==> config.mk <==
export PLATFORM = sky130hd
export DESIGN_NAME = spy_path_sampler
export DESIGN_NICKNAME = d
export VERILOG_FILES = /design/src/rtl/spy_path_sampler.sv
export SDC_FILE = /design/constraint.sdc
export NUM_CORES = 1
export LEC_CHECK = 0
export CAP_MARGIN = 10
export CORE_MARGIN = 4
export CORE_UTILIZATION = 50
export CTS_CLUSTER_SIZE = 20
export DETAILED_ROUTE_END_ITERATION = 10
export PLACE_DENSITY = 0.85
export SLEW_MARGIN = 20
export SYNTH_ARGS = -nofsm -noshare
export SYNTH_HDL_FRONTEND = slang
export SYNTH_SLANG_ARGS = --single-unit
export TNS_END_PERCENT = 20
==> constraint.sdc <==
create_clock -name clk -period 2.9 [get_ports clk]
set_input_delay 0.29 -clock clk [delete_from_list [all_inputs] [get_ports clk]]
set_output_delay 0.29 -clock clk [all_outputs]
set_load 0.01 [all_outputs]
==> src/rtl/spy_path_sampler.sv <==
// rtl/spy_path_sampler.sv - launch/capture controller for a spy delay chain, counts late edges.
// Optional macro SPY_SAMPLER_SYNC_EN adds a two-flop synchronizer and SYNC state after capture.
module spy_path_sampler #(
  parameter bit CHAIN_INVERTS = 1'b0,
  parameter int CNT_W         = 16,
  parameter int SETTLE_CYCLES = 4
) (
  input  logic             clk,
  input  logic             rstN,
  input  logic             start,
  input  logic [CNT_W-1:0] numSamples,
  output logic             launchOut,
  input  logic             pathResult,
  output logic             busy,
  output logic             done,
  output logic [CNT_W-1:0] sampleCount,
  output logic [CNT_W-1:0] errCount
);

  localparam int SW = (SETTLE_CYCLES > 1) ? $clog2(SETTLE_CYCLES) : 1;
  localparam logic [SW-1:0] SETTLE_LOAD = SW'(SETTLE_CYCLES - 1);

  typedef enum logic [2:0] {
    S_IDLE,
    S_SETTLE,
    S_LAUNCH,
    S_CAPTURE,
`ifdef SPY_SAMPLER_SYNC_EN
    S_SYNC,
`endif
    S_COMPARE,
    S_DONE
  } state_t;

  state_t           r_state;
  logic [SW-1:0]    r_settle_cnt;
  logic             r_launch;
  logic             r_cap;
  logic [CNT_W-1:0] r_target;
  logic [CNT_W-1:0] r_samp;
  logic [CNT_W-1:0] r_err;

  state_t           w_state_nxt;
  logic [SW-1:0]    w_settle_nxt;
  logic             w_launch_nxt;
  logic             w_cap_nxt;
  logic [CNT_W-1:0] w_target_nxt;
  logic [CNT_W-1:0] w_samp_nxt;
  logic [CNT_W-1:0] w_err_nxt;
  logic [CNT_W-1:0] w_samp_inc;
  logic             w_cmp_val;

  assign w_samp_inc = r_samp + CNT_W'(1);

`ifdef SPY_SAMPLER_SYNC_EN
  logic r_sync1;
  logic r_sync2;
  logic r_sync_cnt;
  logic w_sync_cnt_nxt;

  // Free-running shift; COMPARE only looks at r_sync2 after two SYNC cycles.
  always_ff @(posedge clk or negedge rstN) begin
    if (!rstN) begin
      r_sync1    <= 1'b0;
      r_sync2    <= 1'b0;
      r_sync_cnt <= 1'b0;
    end else begin
      r_sync1    <= r_cap;
      r_sync2    <= r_sync1;
      r_sync_cnt <= w_sync_cnt_nxt;
    end
  end

  assign w_cmp_val = r_sync2;
`else
  assign w_cmp_val = r_cap;
`endif

  always_ff @(posedge clk or negedge rstN) begin
    if (!rstN) begin
      r_state      <= S_IDLE;
      r_settle_cnt <= '0;
      r_launch     <= 1'b0;
      r_cap        <= 1'b0;
      r_target     <= '0;
      r_samp       <= '0;
      r_err        <= '0;
    end else begin
      r_state      <= w_state_nxt;
      r_settle_cnt <= w_settle_nxt;
      r_launch     <= w_launch_nxt;
      r_cap        <= w_cap_nxt;
      r_target     <= w_target_nxt;
      r_samp       <= w_samp_nxt;
      r_err        <= w_err_nxt;
    end
  end

  always_comb begin
    w_state_nxt  = r_state;
    w_settle_nxt = r_settle_cnt;
    w_launch_nxt = r_launch;
    w_cap_nxt    = r_cap;
    w_target_nxt = r_target;
    w_samp_nxt   = r_samp;
    w_err_nxt    = r_err;
`ifdef SPY_SAMPLER_SYNC_EN
    w_sync_cnt_nxt = r_sync_cnt;
`endif
    case (r_state)
      S_IDLE: begin
        if (start) begin
          w_target_nxt = numSamples;
          w_samp_nxt   = '0;
          w_err_nxt    = '0;
          w_settle_nxt = SETTLE_LOAD;
          w_state_nxt  = (numSamples == '0) ? S_DONE : S_SETTLE;
        end
      end
      S_SETTLE: begin
        if (r_settle_cnt == '0) w_state_nxt = S_LAUNCH;
        else                    w_settle_nxt = r_settle_cnt - SW'(1);
      end
      S_LAUNCH: begin
        w_launch_nxt = ~r_launch;
        w_state_nxt  = S_CAPTURE;
      end
      S_CAPTURE: begin
        // Sole sampling point of pathResult: one clk after the launch edge.
        w_cap_nxt = pathResult;
`ifdef SPY_SAMPLER_SYNC_EN
        w_sync_cnt_nxt = 1'b0;
        w_state_nxt    = S_SYNC;
`else
        w_state_nxt = S_COMPARE;
`endif
      end
`ifdef SPY_SAMPLER_SYNC_EN
      S_SYNC: begin
        w_sync_cnt_nxt = 1'b1;
        if (r_sync_cnt) w_state_nxt = S_COMPARE;
      end
`endif
      S_COMPARE: begin
        if (w_cmp_val != (r_launch ^ CHAIN_INVERTS)) w_err_nxt = r_err + CNT_W'(1);
        w_samp_nxt   = w_samp_inc;
        w_settle_nxt = SETTLE_LOAD;
        w_state_nxt  = (w_samp_inc == r_target) ? S_DONE : S_SETTLE;
      end
      S_DONE:  w_state_nxt = S_IDLE;
      default: w_state_nxt = S_IDLE;
    endcase
  end

  assign launchOut   = r_launch;
  assign busy        = (r_state != S_IDLE);
  assign done        = (r_state == S_DONE);
  assign sampleCount = r_samp;
  assign errCount    = r_err;

endmodule

==> PnR_summary.wiki <==
{| class="wikitable"
! Metric !! Value
|-
| Clock power frac || roughly 17%
|-
| Slack of the worst reg-to-reg path || around 470 ps
|-
| Peak ir drop on the vdd network || slightly below 0.5 mV
|-
| Iteration-0 DRC count of the detailed router || ~140
|-
| Delay of the slowest cell on the worst path || 490 ps
|-
| Worst Path Required || about 3200 ps
|-
| Share of layout cells above drive strength 1 || between 10% and 20%
|-
| Critical register-to-register path endpoint || r_state[2]
|-
| Diodes inserted || 0
|-
| Count of state elements after synthesis || 55
|-
| Outcome || completed
|-
| Unrepaired setup endpoints after global routing || false
|-
| Sinks on the clock net || 55
|-
| Nets in the synthesized netlist || approximately 350
|-
| Peak fanout along the critical path || 9
|-
| Critical path startpoint category || flip-flop
|-
| Initial core utilization || between 50% and 60%
|-
| Maximum number of pins on one net before global-route repair || 33
|-
| Top-area cell type share of the netlist area || 44.6%
|-
| Clock period minus worst slack || 2430 ps
|-
| Number of port buffers || 54
|-
| Register clock-pin slew on the reported worst setup and hold paths || approximately 100 ps
|-
| Die ar. || 7500 um2
|-
| Leakage Power || ~1.5 nW
|-
| Commonest non-fill, non-tap cells in the layout || 55 x sky130_fd_sc_hd__dfrtp_1, 53 x sky130_fd_sc_hd__clkdlybuf4s50_1, 35 x sky130_fd_sc_hd__o21ai_0
|-
| Worst clock skew on the final layout || between 6 and 7 ps
|-
| Number of vias per cell after detailed routing || between 5 and 6
|-
| Cell count of the worst reg-to-reg path || 7
|-
| Final worst-path cycle share || approximately 84%
|-
| CORE AREA || 5960 um2
|-
| Achievable Freq || ~400 MHz
|-
| Number of hold violations in the final report || 0
|-
| Setup TNS after final layout || 0 ps
|-
| Power density over cell area || 661 nW/um2
|-
| Number of nets in the layout || just under 400
|-
| Half-perimeter wire length after detailed placement || around 5500 um
|-
| Filler-free cell count of the finished design || 450
|-
| Yosys Warn Count || 0
|-
| Final setup violation count || 0
|-
| Share of flip-flops with an asynchronous set or reset after synthesis || between 90% and 100%
|-
| Worst-Margin Slew || 752 ps
|-
| CP arrival || between 2000 and 3000 ps
|-
| Cell count after synthesis || 326
|-
| Vias in the first global route || ~2600
|-
| X dimension of the die || 86.6 um
|-
| Clock insertion delay at the later pin of the skew report || 310 ps
|-
| # fillers || between 500 and 600
|-
| Sequential fraction of design power || about 46%
|-
| Cell type with the largest total area after synthesis || sky130_fd_sc_hd__dfrtp_1
|-
| Total global routing track utilization || 21.7%
|-
| Via count of the routed design || 2655
|-
| Worst min-delay path category || in2async
|-
| Critical path, cell by cell || ha_1, nand3_1, or4_4, xor2_1, nor2_1, a2111oi_0, a21o_1
|-
| Critical Path Sink Type || flip-flop
|-
| Commonest non-fill, non-tap cell in the layout || sky130_fd_sc_hd__dfrtp_1
|-
| Synthesized area per cell || around 9.5 um2
|-
| Vertical extent of the die || about 87 um
|-
| Routed WL per cell || between 15 and 20 um
|-
| EDFF count, synth || 0
|-
| Biggest area contributors in the synthesized netlist || sky130_fd_sc_hd__dfrtp_1 45%, sky130_fd_sc_hd__mux2_2 5.8%, sky130_fd_sc_hd__o21ai_0 5.7%
|-
| Number of levels in the clock H-tree || 2
|-
| DRC Markers || 0
|-
| Drt first pass iters || 4
|-
| Site row count || 28
|-
| Share of total power consumed by net switching || between 30% and 40%
|-
| Portion of total power attributed to combinational logic || 36.9%
|-
| P_sw || just under 0.0009 W
|-
| Number of instances in the placed design || 441
|-
| Final number of max-transition violations || 0
|-
| Cell area after technology mapping || between 3000 and 4000 um2
|-
| Wire length of the first global-routing pass || 12800 um
|-
| Cell type of the slowest stage on the worst timing path || sky130_fd_sc_hd__or4_4
|-
| I/O pin count || 55
|-
| Post-synthesis cell type count || 52
|-
| Kind of critical path || reg2reg
|-
| Clock root cell || sky130_fd_sc_hd__clkbuf_8
|-
| Routability congestion estimate from global placement || 0.852
|-
| Gr ovfl total || 0
|-
| Maximum root-to-sink buffer count || 2
|-
| Cell internal power dissipation || 0.00159 W
|-
| Initial antenna violation count || 0
|-
| Layout-stage area growth over the synthesis result || 21.4%
|-
| R2R Path Start || sampleCount[0]
|-
| Tightest slew margin relative to the limit || 49.4%
|-
| Main flop type after synthesis || sky130_fd_sc_hd__dfrtp_1
|-
| Number of nets still failing antenna checks after routing || 0
|-
| Portion of the post-synthesis area used by sequential elements || 44.6%
|-
| Max-cap check violation count || 0
|-
| Total wire length || between 7000 and 8000 um
|-
| TritonCTS Buffers || 5
|-
| TritonCTS clock tree || built
|}
==> state kept, by name, indices dropped and copies added, names as in the netlist <==
signal and flops:
r_target 16, r_state 3, errCount 16, launchOut 1, r_settle_cnt 2, r_cap 1
sampleCount 16
==> power by group through the flow <==
stage / registers, W / logic, W / clock network, W
after floorplan: 0.00108 / 0.000704 / 0
after global placement: 0.00114 / 0.000879 / 0
after detailed placement: 0.00115 / 0.000906 / 0
after CTS: 0.00113 / 0.000915 / 0.000433
after global routing: 0.00117 / 0.00102 / 0.000470
final: 0.00114 / 0.000914 / 0.000429
==> synthesized netlist by cell type (4+ instances only) <==
library cell and count:
sky130_fd_sc_hd__o31ai_1 4, sky130_fd_sc_hd__inv_1 9, sky130_fd_sc_hd__nand2_1 24, sky130_fd_sc_hd__or3_1 6, sky130_fd_sc_hd__and3_1 5, sky130_fd_sc_hd__nand4_1 9
sky130_fd_sc_hd__clkbuf_1 7, sky130_fd_sc_hd__nor3_1 9, sky130_fd_sc_hd__nor4_1 8, sky130_fd_sc_hd__nor2_1 30, sky130_fd_sc_hd__buf_2 6, sky130_fd_sc_hd__o21ai_0 35
sky130_fd_sc_hd__xnor2_1 20, sky130_fd_sc_hd__xor2_1 11, sky130_fd_sc_hd__nand3_1 9, sky130_fd_sc_hd__a21oi_1 15, sky130_fd_sc_hd__dfrtp_1 55, sky130_fd_sc_hd__nor3b_1 4
sky130_fd_sc_hd__mux2_2 16
==> final cells by class <==
cell class	instances	area [um2]	share of cell area (%)
inverters	9	33.8	0.901
repair buffers	59	576	15.3
flip-flops and latches	55	1380	36.7
clock buffers	6	72.6	1.94
clock inverters	2	12.5	0.334
well taps	75	93.8	2.50
multi-input cells	244	1590	42.3
==> stage by stage <==
stage	hold WS [ps]	util (%)	power, W	area [um2]	setup WS, ps
global route	555	63.0	0.00265	3750	322
floorplan	-5.59	-	0.00179	3090	807
global placement	310	61.4	0.00202	3650	705
CTS	506	63.0	0.00248	3750	511
detailed placement	318	61.4	0.00205	3650	573
finish	495	63.0	0.00248	3750	470
==> critical path: cells and delay by family (launching register included) <==
kind | cells | cell delay, ps
and+or+nand+nor | 3 | 760
AOI/OAI and AO/OA | 2 | 640
DFF | 1 | 470
adders and majority gates | 1 | 350
xor gates and xnor gates | 1 | 140
==> worst max-delay path by stage <==
stage | startpoint | end | slack, ps | cells after the start
2_1_floorplan | sampleCount[0] | r_state[2] | 810 | 8
3_3_place_gp | sampleCount[0] | r_state[2] | 700 | 7
3_5_place_dp | sampleCount[0] | r_state[2] | 570 | 7
4_1_cts | sampleCount[0] | r_state[2] | 510 | 7
5_1_grt | sampleCount[0] | r_state[2] | 320 | 7
6_report | sampleCount[0] | r_state[2] | 470 | 7
==> metal layers <==
metal	GRT usage [%]	share of wire [%]	vias to the layer above
li1	-	-	1257
met5	0	0	-
met1	28.2	42	1293
met2	36.0	50	86
met3	3.61	5.3	19
met4	8.64	3.0	0
==> kinds of logic (layout without fill, tap and decap cells) <==
logic type	count (synthesis)	count (layout)	share of synthesized area [%]
AOI/OAI and AO/OA	70	70	13.4
DFF	55	55	44.6
adders and majority gates	3	3	1.22
muxes	17	17	6.16
buffers and inverters	27	76	4.09
xor gates and xnor gates	31	31	8.79
and+or+nand+nor	123	123	21.8
==> what timing repair did <==
action                     in CTS  in global routing
setup buffers                   0                  0
resized for setup               0                  0
setup endpoints to repair       0                  0
hold buffers                    1                  0
hold endpoints to repair       24                  0
Power figures use the tool's default switching activity.
